## src/rtl/scarv_cpu_pshift_pkg.sv

```systemverilog
// Shared encodings for the iterative packed shift/rotate unit.
package scarv_cpu_pshift_pkg;

    localparam logic [1:0] PSHIFT_SHL = 2'b00;
    localparam logic [1:0] PSHIFT_SHR = 2'b01;
    localparam logic [1:0] PSHIFT_ROR = 2'b10;

    typedef enum logic [1:0] {
        ST_IDLE = 2'd0,
        ST_BUSY = 2'd1,
        ST_DONE = 2'd2
    } pshift_state_t;

    // Lane width stored as log2(W).
    typedef enum logic [2:0] {
        LW_2  = 3'd1,
        LW_4  = 3'd2,
        LW_8  = 3'd3,
        LW_16 = 3'd4,
        LW_32 = 3'd5
    } lane_w_t;

    function automatic lane_w_t pw_to_lw(
        input logic pw32,
        input logic pw16,
        input logic pw8,
        input logic pw4,
        input logic pw2
    );
        if (pw32)      return LW_32;
        else if (pw16) return LW_16;
        else if (pw8)  return LW_8;
        else if (pw4)  return LW_4;
        else if (pw2)  return LW_2;
        else           return LW_32;
    endfunction

    function automatic logic [4:0] lw_mask(input lane_w_t lw);
        logic [5:0] w;
        w = 6'd1 << lw;
        return 5'(w - 6'd1);
    endfunction

endpackage

```

## src/rtl/scarv_cpu_pshift_stage.sv

```systemverilog
// One fixed power-of-two shift stage applied lane-wise to 32 bits.
module scarv_cpu_pshift_stage
    import scarv_cpu_pshift_pkg::*;
(
    input  logic [31:0] data_i,
    input  logic [2:0]  k_i,
    input  logic [2:0]  lw_i,
    input  logic [1:0]  op_i,
    output logic [31:0] data_o
);

    logic [5:0]  w;
    logic [5:0]  d;
    logic [5:0]  pos;
    logic [31:0] keep_lo;
    logic [31:0] keep_hi;
    logic [31:0] shl;
    logic [31:0] shr;
    logic [31:0] ror;

    always_comb begin
        w       = 6'd1 << lw_i;
        d       = 6'd1 << k_i;
        pos     = '0;
        keep_lo = '0;
        keep_hi = '0;
        // keep_lo drops bits shifted in across a lane's low edge,
        // keep_hi drops bits shifted in across its high edge.
        for (int i = 0; i < 32; i++) begin
            pos        = 6'(i) & (w - 6'd1);
            keep_lo[i] = (pos >= d);
            keep_hi[i] = (pos < (w - d));
        end
        shl = (data_i << d) & keep_lo;
        shr = (data_i >> d) & keep_hi;
        ror = shr | ((data_i << (w - d)) & ~keep_hi);
        case (op_i)
            PSHIFT_SHR: data_o = shr;
            PSHIFT_ROR: data_o = ror;
            default:    data_o = shl;
        endcase
    end

endmodule

```

## src/rtl/scarv_cpu_pshift_iter.sv

```systemverilog
// Iterative packed shift/rotate: one power-of-two stage per cycle.
module scarv_cpu_pshift_iter
    import scarv_cpu_pshift_pkg::*;
#(
    parameter int XLEN = 32
) (
    input  logic            g_clk,
    input  logic            g_rst,
    input  logic            req_valid,
    output logic            req_ready,
    input  logic [1:0]      req_op,
    input  logic            pw_32,
    input  logic            pw_16,
    input  logic            pw_8,
    input  logic            pw_4,
    input  logic            pw_2,
    input  logic [XLEN-1:0] req_rs1,
    input  logic [4:0]      req_shamt,
    input  logic            flush,
    output logic            rsp_valid,
    input  logic            rsp_ready,
    output logic [XLEN-1:0] rsp_result
);

    pshift_state_t   state_q, state_d;
    logic [XLEN-1:0] data_q, data_d;
    logic [4:0]      shamt_q, shamt_d;
    logic [2:0]      k_q, k_d;
    logic [1:0]      op_q, op_d;
    lane_w_t         lw_q, lw_d;
    lane_w_t         req_lw;
    logic [4:0]      shamt_rem;
    logic [XLEN-1:0] stage_out;

    scarv_cpu_pshift_stage u_stage (
        .data_i (data_q),
        .k_i    (k_q),
        .lw_i   (lw_q),
        .op_i   (op_q),
        .data_o (stage_out)
    );

    assign req_lw    = pw_to_lw(pw_32, pw_16, pw_8, pw_4, pw_2);
    assign shamt_rem = shamt_q >> k_q;

    always_comb begin
        state_d = state_q;
        data_d  = data_q;
        shamt_d = shamt_q;
        k_d     = k_q;
        op_d    = op_q;
        lw_d    = lw_q;
        case (state_q)
            ST_IDLE: begin
                if (req_valid && !flush) begin
                    data_d  = req_rs1;
                    op_d    = req_op;
                    lw_d    = req_lw;
                    shamt_d = req_shamt & lw_mask(req_lw);
                    k_d     = '0;
                    state_d = ST_BUSY;
                end
            end
            ST_BUSY: begin
                if (shamt_rem[0]) data_d = stage_out;
                k_d = k_q + 3'd1;
                // A zero shift still spends exactly one cycle here.
                if (shamt_rem[4:1] == 4'd0) state_d = ST_DONE;
            end
            ST_DONE: begin
                if (rsp_ready) state_d = ST_IDLE;
            end
            default: state_d = ST_IDLE;
        endcase
        if (flush) state_d = ST_IDLE;
    end

    always_ff @(posedge g_clk) begin
        if (g_rst) begin
            state_q <= ST_IDLE;
            data_q  <= '0;
            shamt_q <= '0;
            k_q     <= '0;
            op_q    <= PSHIFT_SHL;
            lw_q    <= LW_32;
        end else begin
            state_q <= state_d;
            data_q  <= data_d;
            shamt_q <= shamt_d;
            k_q     <= k_d;
            op_q    <= op_d;
            lw_q    <= lw_d;
        end
    end

    assign req_ready  = (state_q == ST_IDLE);
    assign rsp_valid  = (state_q == ST_DONE);
    assign rsp_result = rsp_valid ? data_q : '0;

endmodule

```

## config.mk

```make
export PLATFORM = sky130hd
export DESIGN_NAME = scarv_cpu_pshift_iter
export DESIGN_NICKNAME = d
export VERILOG_FILES = /design/src/rtl/scarv_cpu_pshift_pkg.sv /design/src/rtl/scarv_cpu_pshift_stage.sv /design/src/rtl/scarv_cpu_pshift_iter.sv
export SDC_FILE = /design/constraint.sdc
export NUM_CORES = 1
export LEC_CHECK = 0
export ABC_AREA = 1
export BUFFER_PORTS_ARGS = -buffer_cell sky130_fd_sc_hd__buf_2
export CAP_MARGIN = 30
export CORE_MARGIN = 2
export CORE_UTILIZATION = 50
export CTS_BUF_LIST = sky130_fd_sc_hd__clkbuf_16
export CTS_CLUSTER_DIAMETER = 120
export CTS_CLUSTER_SIZE = 40
export DETAILED_ROUTE_END_ITERATION = 6
export GPL_ROUTABILITY_DRIVEN = 0
export HOLD_SLACK_MARGIN = 0.08
export PLACE_DENSITY_LB_ADDON = 0.12
export SLEW_MARGIN = 20
export SYNTH_ARGS = -nofsm -noshare
export SYNTH_HDL_FRONTEND = slang
export SYNTH_HIERARCHICAL = 1
export SYNTH_SLANG_ARGS = --single-unit
```

## constraint.sdc

```tcl
create_clock -name g_clk -period 5.1 [get_ports g_clk]
set_input_delay 0.51 -clock g_clk [delete_from_list [all_inputs] [get_ports g_clk]]
set_output_delay 0.51 -clock g_clk [all_outputs]
set_load 0.02 [all_outputs]
```

==> results.ini <==
[logic_synthesis]
synth-edff-count=0
avgSynthCellArea_um2=5.13
syn_nets=1916
ys_types=50
synth_ff_type=dfxtp_1
ys_warn_count=6
syn-cell-area_um2=9510
async_flop_share=0
netlist_instances=1853
ys_ff_latch=47
ys_seq_area_frac=0.0989

[floorplan]
dieWidth_um=142
fp.dieH_um=142
dieArea_um2=20100
initial_core_util=0.508
row_count=50
ios=83
core_um2=18700

[critical_path]
cp.arrival_ns=4.62
path_max_fanout=34
worstPathRequired_ns=5.34
worst_setup_path_start_kind=flop
r2r_slack_ns=0.72
crit_path_end_kind=flop
worstReg2RegStart=k_q[2]
critical_path_class=flop to flop
r2r_end=data_q[16]
rr_worst_depth=24

[clock_network]
insertion_delay_ns=0.30
clockBufferDepth=2
cts_num_sinks=47
cts_inserted_buffers=5
hold_buffers=0
cts_max_level=2
post_cts_buffers=0
cts_tree=done
root_buffer=clkbuf_16
clkTransAtPathRegs_ns=0.07
cts_resized=0

[sta]
tns_ns=0
rsz0062_at_grt=false
tightest_slew_ns=0.913
maxSlewViolCount=0
fin_hold_ws_ns=0.451
setup_viol=0
period_share=0.859
period_needed_ns=4.38
relSlewSlack=0.391
fmax_mhz=228
hold_viol=0
skew_ns=0.00533

[pwr]
total_power_mw=2.01
powerDensity_nw_per_um2=203
p_leak_nw=4.77
vdd.ir_drop.worst_uv=131

[worst_hold_path]
holdPathEnd=op_q[0]
min_path_cells=3
worstHoldStart=req_op[0]
hold_path.class=input port to flop

[drt]
drt_iter0_markers=2626
drt-pass1-iter-count=7
antenna_left=0
wl_mm=41.7
drc=15
num_vias=13000
wl_per_cell_um=20.0
vias_per_cell=6.25

[global_route]
grt_pass1_wl_mm=63.3
grt_max_degree=79
antenna_found_initial=2
grt_pass1_vias=11300
grtUsageTotal=0.405
globalRoute.totalOverflow=0

[outcome]
violations=DRC
outcome=finished with violations

[layout]
n_fill_cell=2043
multi_input_area_um2=7170
drive_above_1_share=0.106
nets=1912
regArea_um2=941
syn2layout_area_growth_pct=4.12
diodes=0

[placement]
io_buffers=82
hpwl_mm=31.6

[job]
drv_cap=0

==> critical path, stage by stage, from the launching register on <==
cell and delay (ns):
dfxtp_1 0.48, inv_6 0.25, nand2_2 0.10, inv_1 0.36
ha_1 0.22, inv_1 0.08, ha_1 0.29, buf_4 0.27
clkinv_1 0.10, buf_4 0.24, o21ai_0 0.43, nand2_1 0.09
o21ai_0 0.12, nand2_1 0.09, nand3_1 0.14, nand3_1 0.10
nand2_1 0.09, nand3_1 0.21, nand2_1 0.17, nand2_1 0.07
nand2_1 0.14, inv_1 0.07, nand3_2 0.07, nand2_1 0.06
nor2_1 0.08
==> final cells by class <==
| class | instances | share of cell area |
|---|---|---|
| flip-flops and latches | 47 | 0.0950 |
| inverters | 200 | 0.0770 |
| well taps | 234 | 0.0296 |
| repair buffers | 102 | 0.0594 |
| multi-input cells | 1493 | 0.724 |
| clock inverters | 3 | 0.00240 |
| clock buffers | 5 | 0.0126 |
==> per-stage QoR <==
stage               utilization  setup WS (ns)  area, um2  std cells
floorplan                     -           1.80       9510       1853
global placement          0.519          0.920       9710       2074
detailed placement        0.521          0.886       9740       2075
CTS                       0.528          0.859       9890       2083
global route              0.529          0.455       9900       2084
finish                    0.529          0.719       9900       2084
==> how the worst max path moves through the flow <==
stage | start | endpoint | slack [ns] | cells past startpoint
6_report | k_q[2] | data_q[16] | 0.72 | 24
4_1_cts | k_q[2] | data_q[31] | 0.86 | 23
5_1_grt | k_q[2] | data_q[16] | 0.46 | 24
2_1_floorplan | k_q[0] | data_q[25] | 1.80 | 25
3_5_place_dp | k_q[2] | data_q[27] | 0.89 | 23
3_3_place_gp | k_q[2] | data_q[31] | 0.92 | 23
==> layer usage <==
layer,track usage,vias up,share of wire
met5,0,-,0
met1,0.539,5680,0.39
li1,-,6051,-
met4,0.213,0,0.070
met2,0.572,1048,0.38
met3,0.142,239,0.16
==> sequential cells by signal, summed over array words and instances (netlist names) <==
name and count:
shamt_q 5, data_q 32, op_q 2, state_q 2, lw_q 3, k_q 3
==> where the power goes <==
| part | leakage (nW) | internal, mW | switching [mW] |
|---|---|---|---|
| combinational | 4.32 | 0.339 | 0.856 |
| clock | 0.0664 | 0.184 | 0.172 |
| sequential | 0.387 | 0.395 | 0.0651 |
==> cells in the mapped netlist (all sizes together), types with 3 or more instances <==
cell type	number	area, um2
a21oi	77	427
and2	3	18.8
buf	69	478
clkbuf	44	165
clkinv	6	23.8
dfxtp	47	941
ha	14	175
inv	194	738
mux2i	3	30.0
nand2	658	2530
nand3	211	1190
nand3b	6	57.6
nand4	35	219
nor2	156	674
o2111ai	11	96.3
o211ai	39	293
o21ai	252	1260
o221ai	3	26.3
o22ai	4	25.0
or2	6	37.5
==> kinds of logic (layout without fill, tap and decap cells) <==
family	after synthesis	in the layout	share of synthesized area
AO/OA/AOI/OAI	395	395	0.231
XOR/XNOR	2	2	0.00184
adder cells (fa/ha/maj)	14	14	0.0184
buffers and inverters	313	310	0.148
flip-flops	47	47	0.0989
multiplexers	3	3	0.00316
other	1	1	0.000394
AND/OR/NAND/NOR	1078	1078	0.498
==> cells in the final DEF, fill, tap and decap left out, types with 3 or more instances in the layout <==
cell       instances
nand2_1          645
nor2_2            10
nand4_1           35
o21ai_1            4
o2111ai_1         11
buf_2             82
o22ai_1            4
o221ai_1           3
nand3_2           21
nand3_1          188
or2_1              3
nor2_4             7
nor2_1           138
a21oi_1           66
inv_2             12
o211ai_1          39
clkinv_1           5
nand2_2            8
dfxtp_1           47
o21ai_0          248
ha_1              14
a21oi_2           11
nand2_4            5
inv_1            179
nand3b_1           5
clkbuf_16          5
mux2i_1            3
or2_2              3
buf_4             18
and2_1             3
Note: power is estimated with default switching activity, not from simulation.
